### src/rtl/snapshot_packetizer.sv
// Frames an ADC snapshot sample stream into host frames: H0, payload, length word, integrity word.
// Optional build macro SNAP_PKT_CRC_EN swaps the additive checksum for CRC-16/CCITT.
module snapshot_packetizer #(
  parameter int PAYLOAD_LEN = 256,
  parameter int CNT_W       = 14
) (
  input  logic        sys_clk,
  input  logic        rst_n,
  input  logic [15:0] s_data,
  input  logic        s_valid,
  output logic        s_ready,
  input  logic        flush,
  output logic [15:0] m_data,
  output logic        m_valid,
  input  logic        m_ready,
  output logic        m_last,
  output logic        fmt_err,
  output logic [13:0] frame_seq,
  output logic [2:0]  dbg_state
);

  // Handshake: a word transfers on a sys_clk edge where valid && ready; a held
  // word (valid && !ready) keeps data, valid and last unchanged.
  typedef enum logic [2:0] {IDLE, HDR, PAY, LEN, CHK} state_t;

  localparam logic [CNT_W-1:0] LAST_CNT = CNT_W'(PAYLOAD_LEN);

`ifdef SNAP_PKT_CRC_EN
  localparam logic [15:0] INTEG_INIT = 16'hFFFF;

  // CRC-16/CCITT, poly 0x1021, MSB first; one full word per call.
  function automatic logic [15:0] integ_fold(input logic [15:0] acc, input logic [15:0] d);
    logic [15:0] c;
    c = acc;
    for (int i = 15; i >= 0; i--) begin
      if (c[15] ^ d[i]) c = {c[14:0], 1'b0} ^ 16'h1021;
      else              c = {c[14:0], 1'b0};
    end
    return c;
  endfunction
`else
  localparam logic [15:0] INTEG_INIT = 16'h0000;

  function automatic logic [15:0] integ_fold(input logic [15:0] acc, input logic [15:0] d);
    return acc + d;
  endfunction
`endif

  state_t             state_q, state_d;
  logic [CNT_W-1:0]   cnt_q, cnt_d, cnt_inc;
  logic [15:0]        integ_q, integ_d;
  logic               flush_pend_q, flush_pend_d;
  logic [13:0]        seq_q, seq_d;
  logic               fmt_err_q, fmt_err_d;
  logic [15:0]        m_data_q, m_data_d;
  logic               m_valid_q, m_valid_d;
  logic               m_last_q, m_last_d;
  logic               slot_free;
  logic [13:0]        len_field;

  assign slot_free = !m_valid_q || m_ready;
  assign cnt_inc   = cnt_q + CNT_W'(1);
  assign len_field = 14'(cnt_q);

  always_ff @(posedge sys_clk or negedge rst_n) begin
    if (!rst_n) begin
      state_q      <= IDLE;
      cnt_q        <= '0;
      integ_q      <= INTEG_INIT;
      flush_pend_q <= 1'b0;
      seq_q        <= '0;
      fmt_err_q    <= 1'b0;
      m_data_q     <= '0;
      m_valid_q    <= 1'b0;
      m_last_q     <= 1'b0;
    end else begin
      state_q      <= state_d;
      cnt_q        <= cnt_d;
      integ_q      <= integ_d;
      flush_pend_q <= flush_pend_d;
      seq_q        <= seq_d;
      fmt_err_q    <= fmt_err_d;
      m_data_q     <= m_data_d;
      m_valid_q    <= m_valid_d;
      m_last_q     <= m_last_d;
    end
  end

  always_comb begin
    state_d      = state_q;
    cnt_d        = cnt_q;
    integ_d      = integ_q;
    flush_pend_d = flush_pend_q;
    seq_d        = seq_q;
    fmt_err_d    = fmt_err_q;
    m_data_d     = m_data_q;
    m_last_d     = m_last_q;
    m_valid_d    = m_valid_q;
    s_ready      = 1'b0;
    // A free slot empties unless a new word is loaded below.
    if (slot_free) m_valid_d = 1'b0;
    unique case (state_q)
      IDLE: begin
        if (s_valid) state_d = HDR;
      end
      HDR: begin
        if (flush) flush_pend_d = 1'b1;
        if (slot_free) begin
          m_valid_d = 1'b1;
          m_data_d  = {2'b10, seq_q};
          m_last_d  = 1'b0;
          state_d   = PAY;
        end
      end
      PAY: begin
        s_ready = slot_free;
        if (flush) flush_pend_d = 1'b1;
        if (s_valid && slot_free) begin
          m_valid_d = 1'b1;
          m_data_d  = s_data;
          m_last_d  = 1'b0;
          cnt_d     = cnt_inc;
          integ_d   = integ_fold(integ_q, s_data);
          if (s_data[15:14] != 2'b00) fmt_err_d = 1'b1;
          if (cnt_inc == LAST_CNT) state_d = LEN;
        end else if (flush_pend_q) begin
          state_d = LEN;
        end
      end
      LEN: begin
        if (slot_free) begin
          m_valid_d = 1'b1;
          m_data_d  = {2'b11, len_field};
          m_last_d  = 1'b0;
          state_d   = CHK;
        end
      end
      CHK: begin
        if (slot_free) begin
          m_valid_d    = 1'b1;
          m_data_d     = integ_q;
          m_last_d     = 1'b1;
          seq_d        = seq_q + 14'd1;
          cnt_d        = '0;
          integ_d      = INTEG_INIT;
          flush_pend_d = 1'b0;
          state_d      = IDLE;
        end
      end
      default: state_d = IDLE;
    endcase
  end

  assign m_data    = m_data_q;
  assign m_valid   = m_valid_q;
  assign m_last    = m_last_q;
  assign fmt_err   = fmt_err_q;
  assign frame_seq = seq_q;
  assign dbg_state = state_q;

endmodule

### config.mk
export PLATFORM = sky130hd
export DESIGN_NAME = snapshot_packetizer
export DESIGN_NICKNAME = d
export VERILOG_FILES = /design/src/rtl/snapshot_packetizer.sv
export SDC_FILE = /design/constraint.sdc
export NUM_CORES = 1
export LEC_CHECK = 0
export ABC_AREA = 0
export CAP_MARGIN = 20
export CORE_AREA = 2 2 94 96
export DETAILED_ROUTE_END_ITERATION = 16
export DIE_AREA = 0 0 96 98
export PLACE_DENSITY = 0.8
export SLEW_MARGIN = 10
export SYNTH_ARGS = -nofsm -noshare
export SYNTH_HDL_FRONTEND = slang
export SYNTH_SLANG_ARGS = --single-unit
### constraint.sdc
create_clock -name sys_clk -period 3.69 [get_ports sys_clk]
set_input_delay 0.369 -clock sys_clk [delete_from_list [all_inputs] [get_ports sys_clk]]
set_output_delay 0.369 -clock sys_clk [all_outputs]
set_load 0.005 [all_outputs]
# Word-level counts from Yosys, hierarchy flattened
# Index checks and enable logic that the tools add are counted.
dict set report classes {
  muxes 30
  n_eq_ne 14
  n_reduce_logical 19
  addsub 3
}
# cell count
set op_table {}
lappend op_table {{$mux W16} 6}
lappend op_table {{$pmux W16 S4} 1}
lappend op_table {{$pmux W16 S2} 1}
lappend op_table {{$add A14 B1 Y14 const B} 2}
lappend op_table {{$mux W14} 2}
lappend op_table {{$pmux W14 S2} 1}
lappend op_table {{$mux W3} 7}
lappend op_table {{$add A16 B16 Y16} 1}
lappend op_table {{$pmux W3 S5} 1}
lappend op_table {{$eq A14 B9 Y1 const B} 1}
lappend op_table {{$ne A2 B2 Y1 const B} 5}
lappend op_table {{$reduce_and A3 Y1} 3}
lappend op_table {{$mux W1} 8}
lappend op_table {{$eq A3 B2 Y1 const B} 2}
lappend op_table {{$ne A3 B3 Y1 const B} 2}
lappend op_table {{$reduce_and A6 Y1} 1}
lappend op_table {{$reduce_bool A2 Y1} 3}
lappend op_table {{$reduce_and A5 Y1} 1}
lappend op_table {{$ne A2 B1 Y1 const B} 2}
lappend op_table {{$pmux W1 S2} 2}
lappend op_table {{$reduce_and A4 Y1} 1}
lappend op_table {{$reduce_bool A4 Y1} 1}
lappend op_table {{$reduce_or A2 Y1} 2}
lappend op_table {{$eq A3 B1 Y1 const B} 1}
lappend op_table {{other kinds (9)} 9}
dict set report totals {
  word_cells 75
  output_inout_bits 37
  reg_bits 67
}

# Logic depth before layout (Yosys ltp)
# Gate-level depths: netlist of the first run.
dict set report depth {
  ltp_word 5
  ltp_mapped 10
}

# Worst setup path before layout of the first run
# OpenSTA, ideal clock, no wires.
dict set report synth_timing {
  path_type {input -> register}
  startpoint {input port s_data[0]}
  endpoint {register integ_q[12]}
  n_path_buf 0
  setup_slack_ns 1.585
  setup_ns 0.082
  stages 9
  t_arrival_ns 2.023
  required_ns 3.608
  path_cell_list {ha_1 -> inv_1 -> fa_1 -> nor2b_1 -> o31a_1 -> o2111ai_1 -> and3_1 -> or3_1 -> a31oi_1}
}
dict set report synth_via {
  elab_chain_cells 3
}
# item line_no
set synth_lines {}
lappend synth_lines {{start, declared} 9} ;# input logic [15:0] s_data,
lappend synth_lines {{$add A16 B16 Y16} 45} ;# return acc + d;
lappend synth_lines {{$mux W16} 118} ;# if (s_valid && slot_free) begin
lappend synth_lines {{$pmux W16 S2} 102} ;# unique case (state_q)
lappend synth_lines {{end signal, assigned} 79} ;# integ_q <= integ_d;
lappend synth_lines {{end, declared} 51} ;# logic [15:0] integ_q, integ_d;
# No other way between the ends. The select of a mux whose other input is x is not followed.
# A chain may end at the register's enable or synchronous reset.

# Worst setup path after layout of the first run
# Same ends and word-level chain as after synthesis.

==> flow_results.org, run 1 <==
** STA
- Adding up every negative setup slack in the final design gives 0 ps.
- Final Hold Viols :: 0
- Clock period minus worst slack :: 2530 ps
- Post-route clock skew :: 9.23 ps
- Worst hold slack after final layout :: 485 ps
- Derived from the worst setup path, the maximum achievable clock frequency is 0.395 GHz.
- Portion of the clock cycle consumed by the worst path in the final layout :: 0.687
- Final Slew Violations :: 0
- The worst pin sits at a relative slew slack of 0.444.
- Setup repair after global routing left no endpoint under its margin.
- Final setup violation count :: 0
- At the pin with the least slew margin, the transition time is 833 ps.

** Power
- Of the total power, combinational logic draws 0.455.
- Clock network fraction of design power :: 0.209
- Internal power comes to 2.16 mW.
- The worst-case IR drop observed on VDD is approximately 0.00032 V.
- Total power for the finished layout comes to 3.60 mW.
- Switch share :: 0.401
- For this design the static power due to leakage is 2.11 nW.
- The share of total power dissipated in sequential elements is 0.336.
- Power density over the cells :: 728 nW/um2
- Psw :: about 1.4 mW

** Setup path
- In this run the worst setup path begins at s_data[0].
- STA classifies the critical path startpoint as a primary input.
- The setup path with the least slack is of type in2reg.
- Startpoint of the most critical register-to-register path :: dbg_state[1]$_DFFE_PN0P_
- STA classifies the critical path endpoint as a flip-flop.
- Data on the critical path is required at its endpoint by 3960 ps.
- Worst Path Arrival :: 2810 ps
- Of all nets on the critical path, the largest fanout is 4.

** Routing
- Routed WL per cell :: between 15 and 20 um
- The pre-antenna-repair detailed-routing pass consisted of 5 iterations.
- After detailed routing, the number of remaining DRC violations is 0.
- The routed layout has 3688 vias.
- Dividing the detail-routed via count by the number of cells gives 5.92.
- For this block, the initial DRC count from the detailed router was 182.
- Once detail routing completed, the nets flagged for antenna violations numbered 0.
- Total Routed Length :: ~10000 um

** GRT
- Number of antenna violations at the first check in global routing :: 0
- Global-route congestion overflow total :: 0
- Across every metal layer, demand over resource in global routing totals 0.230.
- Wire length of the first global-routing pass :: between 15000 and 20000 um
- Number of global-route vias before repair :: 3433
- Entering global routing, the biggest net connects 47 pins.

** Clocking
- Number of levels in the clock H-tree :: 3
- Number of buffers created by CTS :: 9
- In this run, post-CTS repair resized a total of 0 instances.
- CTS saw 67 sinks.
- Buffers inserted to repair hold after CTS numbered 1.
- Clock transition at the register clock pins on the worst setup and hold paths after CTS :: roughly 80 ps
- Largest buffer count on any clock path :: 2
- Skew-Pair Late Insertion Delay :: 350 ps
- CTS tree :: yes
- The number of setup buffers added after CTS is 0.
- The tree is rooted in a sky130_fd_sc_hd__clkbuf_8.

** Yosys
- Sequential fraction of the synthesis area :: 0.410
- By area, the combinational part of the netlist is dominated by compound AO/OA/AOI/OAI gates.
- The cell count after synthesis came out at around 460.
- Yosys printed 0 warnings.
- Top cells by area, synth :: sky130_fd_sc_hd__dfrtp_1 41%, sky130_fd_sc_hd__nand2_1 6.9%, sky130_fd_sc_hd__o21ai_0 5.9%, sky130_fd_sc_hd__ha_1 5.2%, sky130_fd_sc_hd__mux2i_1 3.7%
- For this run, the leading register cell type out of synthesis is sky130_fd_sc_hd__dfrtp_1.
- The number of different library cells used by synthesis comes to 57.
- Most area-hungry cell type in the Yosys netlist :: sky130_fd_sc_hd__dfrtp_1
- Xor/xnor cell area share of the yosys netlist :: 0.0535
- Proportion of register bits with asynchronous set or reset after synthesis :: 1.00
- Number of flops mapped to enable cells by yosys :: 0
- Share of the synthesized area in compound gates (AO/OA/AOI/OAI) :: 0.203
- Basic-gate share of the synthesized area counting and, or, nand and nor cells :: 0.200
- Synthesized area :: ~4000 um2
- Mux contribution to synthesized area :: 0.0367
- Synthesis inferred 67 register bits.
- The number of nets handed over by synthesis was 501.
- A synthesized cell averages 8.86 um2.
- Adder-cell area share of the yosys netlist :: 0.0568
- The share of synthesized area in the top cell type comes to 0.410.

** Finish
- Number of nets in the layout :: 549
- Synth-to-Final Area Change :: 20.6%
- Finished layout cell area :: 4940 um2
- ANT cells :: 0
- Final standard cell utilization of the core :: 0.583
- After filler insertion, the fill cell instance count of the layout stands at between 700 and 800.
- Layout cells sized above 1 :: 0.0602

** Hold path
- The path class of the tightest hold or removal check is reg2reg.
- Launch instance of the worst min-delay path :: m_data[2]$_DFFE_PN0P_

** Die
- Core region area :: between 8000 and 9000 um2
- a little under 60 I/O pins were placed.
- For this configuration, the core starts out at a cell density of 0.484.
- Die Area :: about 9400 um2
- In this run the horizontal extent of the chip is 96 um.
- Die extent in y :: 98 um
- The initialized floorplan defines 34 standard-cell rows.

** Placement
- The placed instances occupy a cell area of about 4700 um2.
- Input and output buffers added on the ports amount to 57.
- Final weighted congestion in routability-driven placement :: 0.950
- Detailed placement finished with a half-perimeter wire length of between 7000 and 8000 um.

** Run status
- The run finished with clean final reports.

** Job
- The tool flagged a number of max-cap violations equal to 0.
## worst paths after layout
check / endpoint / slack (ps) / cells past startpoint
worst max-delay path: integ_q[12]$_DFFE_PN0P_ / 1160 / 10
worst min-delay path: m_data[2]$_DFFE_PN0P_ / 490 / 2
worst max register to register: cnt_q[2]$_DFFE_PN0P_ / 1220 / 7
worst min register to register: m_data[2]$_DFFE_PN0P_ / 490 / 2
max in group asynchronous: m_data[11]$_DFFE_PN0P_ / 2210 / 3
min in group asynchronous: cnt_q[9]$_DFFE_PN0P_ / 520 / 2
## worst max-delay path, stage by stage
cell and delay [ps]:
sky130_fd_sc_hd__clkdlybuf4s50_1 500, sky130_fd_sc_hd__ha_1 200, sky130_fd_sc_hd__inv_1 70, sky130_fd_sc_hd__fa_1 380, sky130_fd_sc_hd__nor2b_1 220, sky130_fd_sc_hd__o31a_1 250
sky130_fd_sc_hd__o2111ai_1 180, sky130_fd_sc_hd__and3_1 180, sky130_fd_sc_hd__or3_1 300, sky130_fd_sc_hd__a31oi_1 160
## area by class of cell
class	count	area, um2	area share
clock buffer	10	128	0.0258
clock inverter	6	113	0.0228
inverter	6	22.5	0.00456
multi-input combinational	363	2250	0.456
sequential	67	1680	0.339
tap	108	135	0.0274
timing repair buffer	63	613	0.124
## cell families (layout without fill, tap and decap cells)
kind of cell    Yosys count  count (layout)
flops                    67              67
compound gates          133             133
mux                      15              15
buf+inv                  32              85
xor+xnor                 25              25
fa+ha+maj                18              18
simple gates            172             172
## per-layer routing
layer  share of wire  GRT usage
met4           0.010     0.0637
met5               0          0
met2            0.48      0.364
met1            0.45      0.332
met3           0.059     0.0301
## sequential cells by signal, summed over array words and instances (netlist names)
| register | count |
|---|---|
| frame_seq | 14 |
| m_data | 16 |
| m_valid | 1 |
| cnt_q | 14 |
| fmt_err | 1 |
| m_last | 1 |
| flush_pend_q | 1 |
| integ_q | 16 |
| dbg_state | 3 |
## power groups by stage
stage          logic, mW  registers [mW]  clock network (mW)
3_5_place_dp        1.61            1.22                   0
3_3_place_gp        1.57            1.20                   0
6_report            1.64            1.21               0.750
4_1_cts             1.63            1.20               0.760
2_1_floorplan       1.19            1.11                   0
5_1_grt             1.81            1.24               0.792
## synthesized netlist by cell type, drive strengths merged (2+ instances only)
library cell   n
a31oi          5
mux2i         15
nand2b         6
buf           16
nor2          38
clkbuf        10
xnor2         17
xor2           8
o31ai          5
o211ai         3
o41ai          3
nor3           9
nand2         76
a21oi         21
a211oi         3
nor2b          4
and2           4
and3           5
dfrtp         67
a221oi         6
a22oi          2
o21ai         61
ha            17
o221ai         8
nand4          9
nand3         16
o22ai          2
inv            6
## through the flow
step | worst slack, ps | std cells
finish | 1160 | 623
global route | 1040 | 623
CTS | 1190 | 623
detailed placement | 828 | 606
global placement | 948 | 606
floorplan | 1590 | 462
## cells in the final DEF (no fill, tap or decap), types with 2 or more instances in the layout
cell type                         netlist  final
sky130_fd_sc_hd__buf_4                  3      5
sky130_fd_sc_hd__nor3_1                 8      8
sky130_fd_sc_hd__ha_1                  17     17
sky130_fd_sc_hd__xor2_1                 8      8
sky130_fd_sc_hd__o211ai_1               3      3
sky130_fd_sc_hd__a31oi_1                5      5
sky130_fd_sc_hd__nand4_1                8      8
sky130_fd_sc_hd__and3_1                 5      5
sky130_fd_sc_hd__o22ai_1                2      2
sky130_fd_sc_hd__and2_1                 4      4
sky130_fd_sc_hd__clkdlybuf4s50_1        0     56
sky130_fd_sc_hd__a221oi_1               6      6
sky130_fd_sc_hd__o21ai_0               48     48
sky130_fd_sc_hd__mux2i_1               15     15
sky130_fd_sc_hd__o41ai_1                3      3
sky130_fd_sc_hd__xnor2_1               17     17
sky130_fd_sc_hd__nand2b_1               5      5
sky130_fd_sc_hd__bufinv_16              0      3
sky130_fd_sc_hd__nand2_1               75     75
sky130_fd_sc_hd__a22oi_1                2      2
sky130_fd_sc_hd__o221ai_1               8      8
sky130_fd_sc_hd__a21oi_1               21     21
sky130_fd_sc_hd__nor2b_1                4      4
sky130_fd_sc_hd__o21ai_1               13     13
sky130_fd_sc_hd__dfrtp_1               67     67
sky130_fd_sc_hd__clkbuf_8               0      9
sky130_fd_sc_hd__o31ai_1                5      5
sky130_fd_sc_hd__inv_1                  6      6
sky130_fd_sc_hd__a211oi_1               3      3
sky130_fd_sc_hd__nand3_1               15     15
sky130_fd_sc_hd__nor2_1                37     37
Note: power is estimated with default switching activity, not from simulation.
==> inputs of run 2 (changes only) <==
--- a/config.mk
+++ b/config.mk
@@ -10,7 +10,7 @@
 export CORE_AREA = 2 2 94 96
 export DETAILED_ROUTE_END_ITERATION = 16
 export DIE_AREA = 0 0 96 98
-export PLACE_DENSITY = 0.8
+export PLACE_DENSITY = 0.83
 export SLEW_MARGIN = 10
 export SYNTH_ARGS = -nofsm -noshare
 export SYNTH_HDL_FRONTEND = slang
==> constraint.sdc (replaced) <==
create_clock -name sys_clk -period 2.1 [get_ports sys_clk]
set_input_delay 0.21 -clock sys_clk [delete_from_list [all_inputs] [get_ports sys_clk]]
set_output_delay 0.21 -clock sys_clk [all_outputs]
set_load 0.005 [all_outputs]
==> run 2 against run 1 <==
The run now ends with negative setup slack left. Via count grew 7.5%. First-iteration DRC count increased by 46%. Non-clock buffer count increased by 54. Clock skew grew 2.0 ps. Setup slack worse by 1200 ps. Global-route usage rose by 2.9 points. Count of clock-buffer cells in the layout decreased by 1. Worst hold slack got worse by 92 ps. Critical path type is now reg2reg. Largest cell class unchanged. Largest power group unchanged.
==> flow_results.org, run 2 (synthesized netlist as in run 1, its figures left out) <==
** Run status
- The run finished, with violations left.
- Failing checks :: negative setup slack

** Setup path
- Cell Chain, Critical Path :: ha_2 -> inv_2 -> fa_2 -> nor2b_2 -> o31a_1 -> o2111ai_2 -> and3_1 -> or3_1 -> a31oi_1
- Broken down by cell family, the worst path's largest delay share belongs to simple AND/OR/NAND/NOR gates.
- On the critical path, the stage with the largest delay is an instance of sky130_fd_sc_hd__dfrtp_1.
- The required arrival time at the worst endpoint came to 2380 ps (-1580 ps).
- The biggest fanout along the worst timing path was 2 (-2).
- Category of the worst setup path capture point :: flip-flop
- The buffer and inverter count on the worst path was 1 (-1).
- STA classifies the critical path startpoint as a flip-flop.
- The data arrival time of the critical path was 2450 ps (-360 ps).
- Setup Crit Path Kind :: reg2reg
- The largest stage delay on the critical path was 380 ps (-120 ps).

** Clocking
- CTS tree :: yes
- The clock latency at the later pin of the worst-skew pair came to 360 ps (about the same).
- Cell at the root of the clock tree :: sky130_fd_sc_hd__clkbuf_8
- The total CTS buffers was 9 (unchanged).
- The register clock-pin slew on the reported worst setup and hold paths came to 90 ps (about the same).
- Largest buffer count on any clock path :: 2 (unchanged)
- The level count of the clock H-tree was 3 (unchanged).
- # clock sinks :: 67 (unchanged)

** Routing
- The number of detailed-routing iterations run before antenna repair was 5 (unchanged).
- The average routed wire per standard cell is 17.0 um (+2.5%).
- Number of antenna-violating nets in the routed design :: 0 (unchanged)
- The final wirelength came to 11500 um (+11%).
- Total via count in the routed design :: 3963 (+7.5%)
- The detailed router's first-iteration violation count came to 265 (+46%).
- Number of vias per cell :: 5.85 (-1.1%)
- The remaining design rule violation count was 0 (unchanged).

** Power
- Post-route total power :: 6.60 mW (+84%)
- Worst VDD drop :: 0.000591 V (+83%)
- Combinational fraction of design power :: 0.536 (+0.081)
- The total power density per cell area is 1240 nW/um2 (+70%).
- The leakage power figure came to 2.36 nW (+12%).
- The net switching power came to 2.74 mW (+90%).
- Clock network fraction of design power :: 0.151 (-0.058)
- The fraction of power consumed by sequential logic is 0.313 (-0.023).
- Switch share :: 0.415 (+0.0140)
- Pint :: 3.87 mW (+79%)

** GRT
- The total congestion overflow after global routing was 0 (unchanged).
- Overall routing resource usage :: 0.259 (+0.0289)
- Number of antenna violations at the first check in global routing :: 0 (unchanged)
- Met2 capacity usage during global routing :: 0.389 (+0.0251)
- Global routing's busiest layer :: met2
- Met1 routing resource usage after global routing :: 0.363 (+0.0311)
- Number of global-route vias before repair :: 3907 (+14%)
- Met3 Usage GRT :: 0.0455 (+0.0154)
- The wire length of the first global-routing pass came to 18900 um (+12%).
- Maximum number of pins on one net before global-route repair :: 34 (-28%)

** Finish
- Number of nets in the layout :: 603 (+9.8%)
- Register Area :: 1680 um2 (unchanged)
- The fraction of layout instances using a drive strength above 1 was 0.167 (+0.107).
- ANT cells :: 0 (unchanged)
- Filler instances :: 704 (-4.5%)
- Compared with the post-synthesis result, the final layout area differs by 30.3%.
- Most frequent cells in the layout :: 75 x sky130_fd_sc_hd__nand2_1, 67 x sky130_fd_sc_hd__dfrtp_1, 58 x sky130_fd_sc_hd__buf_4
- Finished layout cell area :: 5340 um2 (+8.1%)
- Area of combinational cells with multiple inputs :: 2290 um2 (+1.9%)
- Final standard cell count with taps included and fillers excluded :: 677 (+8.7%)
- Commonest non-fill, non-tap cell in the layout :: sky130_fd_sc_hd__nand2_1

** STA
- The max-slew violation count is 0 (unchanged).
- Portion of the clock cycle consumed by the worst path in the final layout :: 1.03
- The slew at the pin closest to its max-slew limit was 604 ps (-229 ps).
- Final setup violation count :: 2 (+2)
- Setup repair after global routing could not meet its margin everywhere.
- Post-route clock skew :: 11.3 ps (+2.03 ps)
- The setup total negative slack is -84.8 ps (-84.8 ps).
- Static timing analysis puts the maximum clock frequency at 0.460 GHz.
- Max_slew headroom :: 0.597 (+0.154)
- The number of endpoints with negative hold slack in the final report was 0 (unchanged).
- Clock period minus worst slack :: 2170 ps
- The post-layout worst setup margin is -72.0 ps (-1230 ps).

** Die
- The effective utilization at floorplan was 0.484 (unchanged).
- The die outline area is 9410 um2 (unchanged).
- Die extent in y :: 98 um (unchanged)
- Cell row count :: 34 (unchanged)
- Core region area :: 8470 um2 (unchanged)
- The I/O pin count is 58 (unchanged).
- Width of the chip :: 96 um (unchanged)

** Placement
- Cell area after placement :: 5090 um2 (+8.6%)
- IO buf count :: 57 (unchanged)
- The final estimated routing congestion in global placement was 0.945 (-0.55%).
- Hpwl dp :: 8580 um (+10%)
- Number of placed cells counting well taps :: 658 (+8.6%)

** Job
- Max-capacitance violation count :: 0 (unchanged)

** Hold path
- In this run the worst hold path is classified as in2async.
-- run 2: cell types whose count changed in the layout (fill, tap and decap cells not counted), sizes merged --
cell / before / now
clkinv: 2 / 4
clkinvlp: 0 / 1
clkbuf: 10 / 9
buf: 6 / 60
bufinv: 3 / 0
inv: 7 / 8
-- run 2: layout make-up --
cell class / count / area share
clock buffers: 9 / 0.0232
clock inverters: 7 / 0.00985
inverters: 6 / 0.00422
flip-flops and latches: 67 / 0.314
well taps: 108 / 0.0253
repair buffers: 117 / 0.193
multi-input cells: 363 / 0.430
-- run 2: worst paths after layout --
| path | start | endpoint | slack (ps) | depth (start not counted) |
|---|---|---|---|---|
| hold / removal | rst_n | integ_q[3]$_DFFE_PN0P_ | 390 | 2 |
| min in group sys_clk | s_data[15] | fmt_err$_DFFE_PN0P_ | 460 | 3 |
| max in group asynchronous | rst_n | m_valid$_DFF_PN0_ | 980 | 3 |
| setup reg to reg | integ_q[0]$_DFFE_PN0P_ | integ_q[12]$_DFFE_PN0P_ | -70 | 9 |
| hold reg to reg | m_data[7]$_DFFE_PN0P_ | m_data[7]$_DFFE_PN0P_ | 480 | 2 |
| setup / recovery | integ_q[0]$_DFFE_PN0P_ | integ_q[12]$_DFFE_PN0P_ | -70 | 9 |
-- run 2: power by group through the flow --
stage	registers, mW	logic (mW)	clock network (mW)
after floorplan	1.95	2.09	0
after global placement	2.06	3.29	0
after detailed placement	2.08	3.39	0
after CTS	2.05	3.46	1.01
after global routing	2.11	3.92	1.06
final	2.07	3.54	0.996
-- run 2: repair_timing --
item                                    CTS  global route
setup buffers                             2             0
endpoints found under the hold margin    21             0
endpoints found under the setup margin    3             9
resized for setup                         5             7
pin swaps                                 4             7
cloned                                    0             0
hold buffers                              1             0
-- run 2: layer usage --
metal | share of wire | wire (um) | vias up
li1 | - | - | 1880
met1 | 0.43 | 4950 | 1886
met2 | 0.46 | 5330 | 164
met3 | 0.074 | 855 | 33
met4 | 0.034 | 395 | 0
met5 | 0 | 0 | -
-- run 2: metrics by stage --
stage / hold WS (ps) / setup slack [ps] / util
final: 393 / -72.0 / 0.630
after global routing: 435 / -154 / 0.630
after CTS: 398 / -65.8 / 0.627
after detailed placement: 243 / -468 / 0.601
after global placement: 237 / -432 / 0.601
after floorplan: -85.6 / 8.68 / -
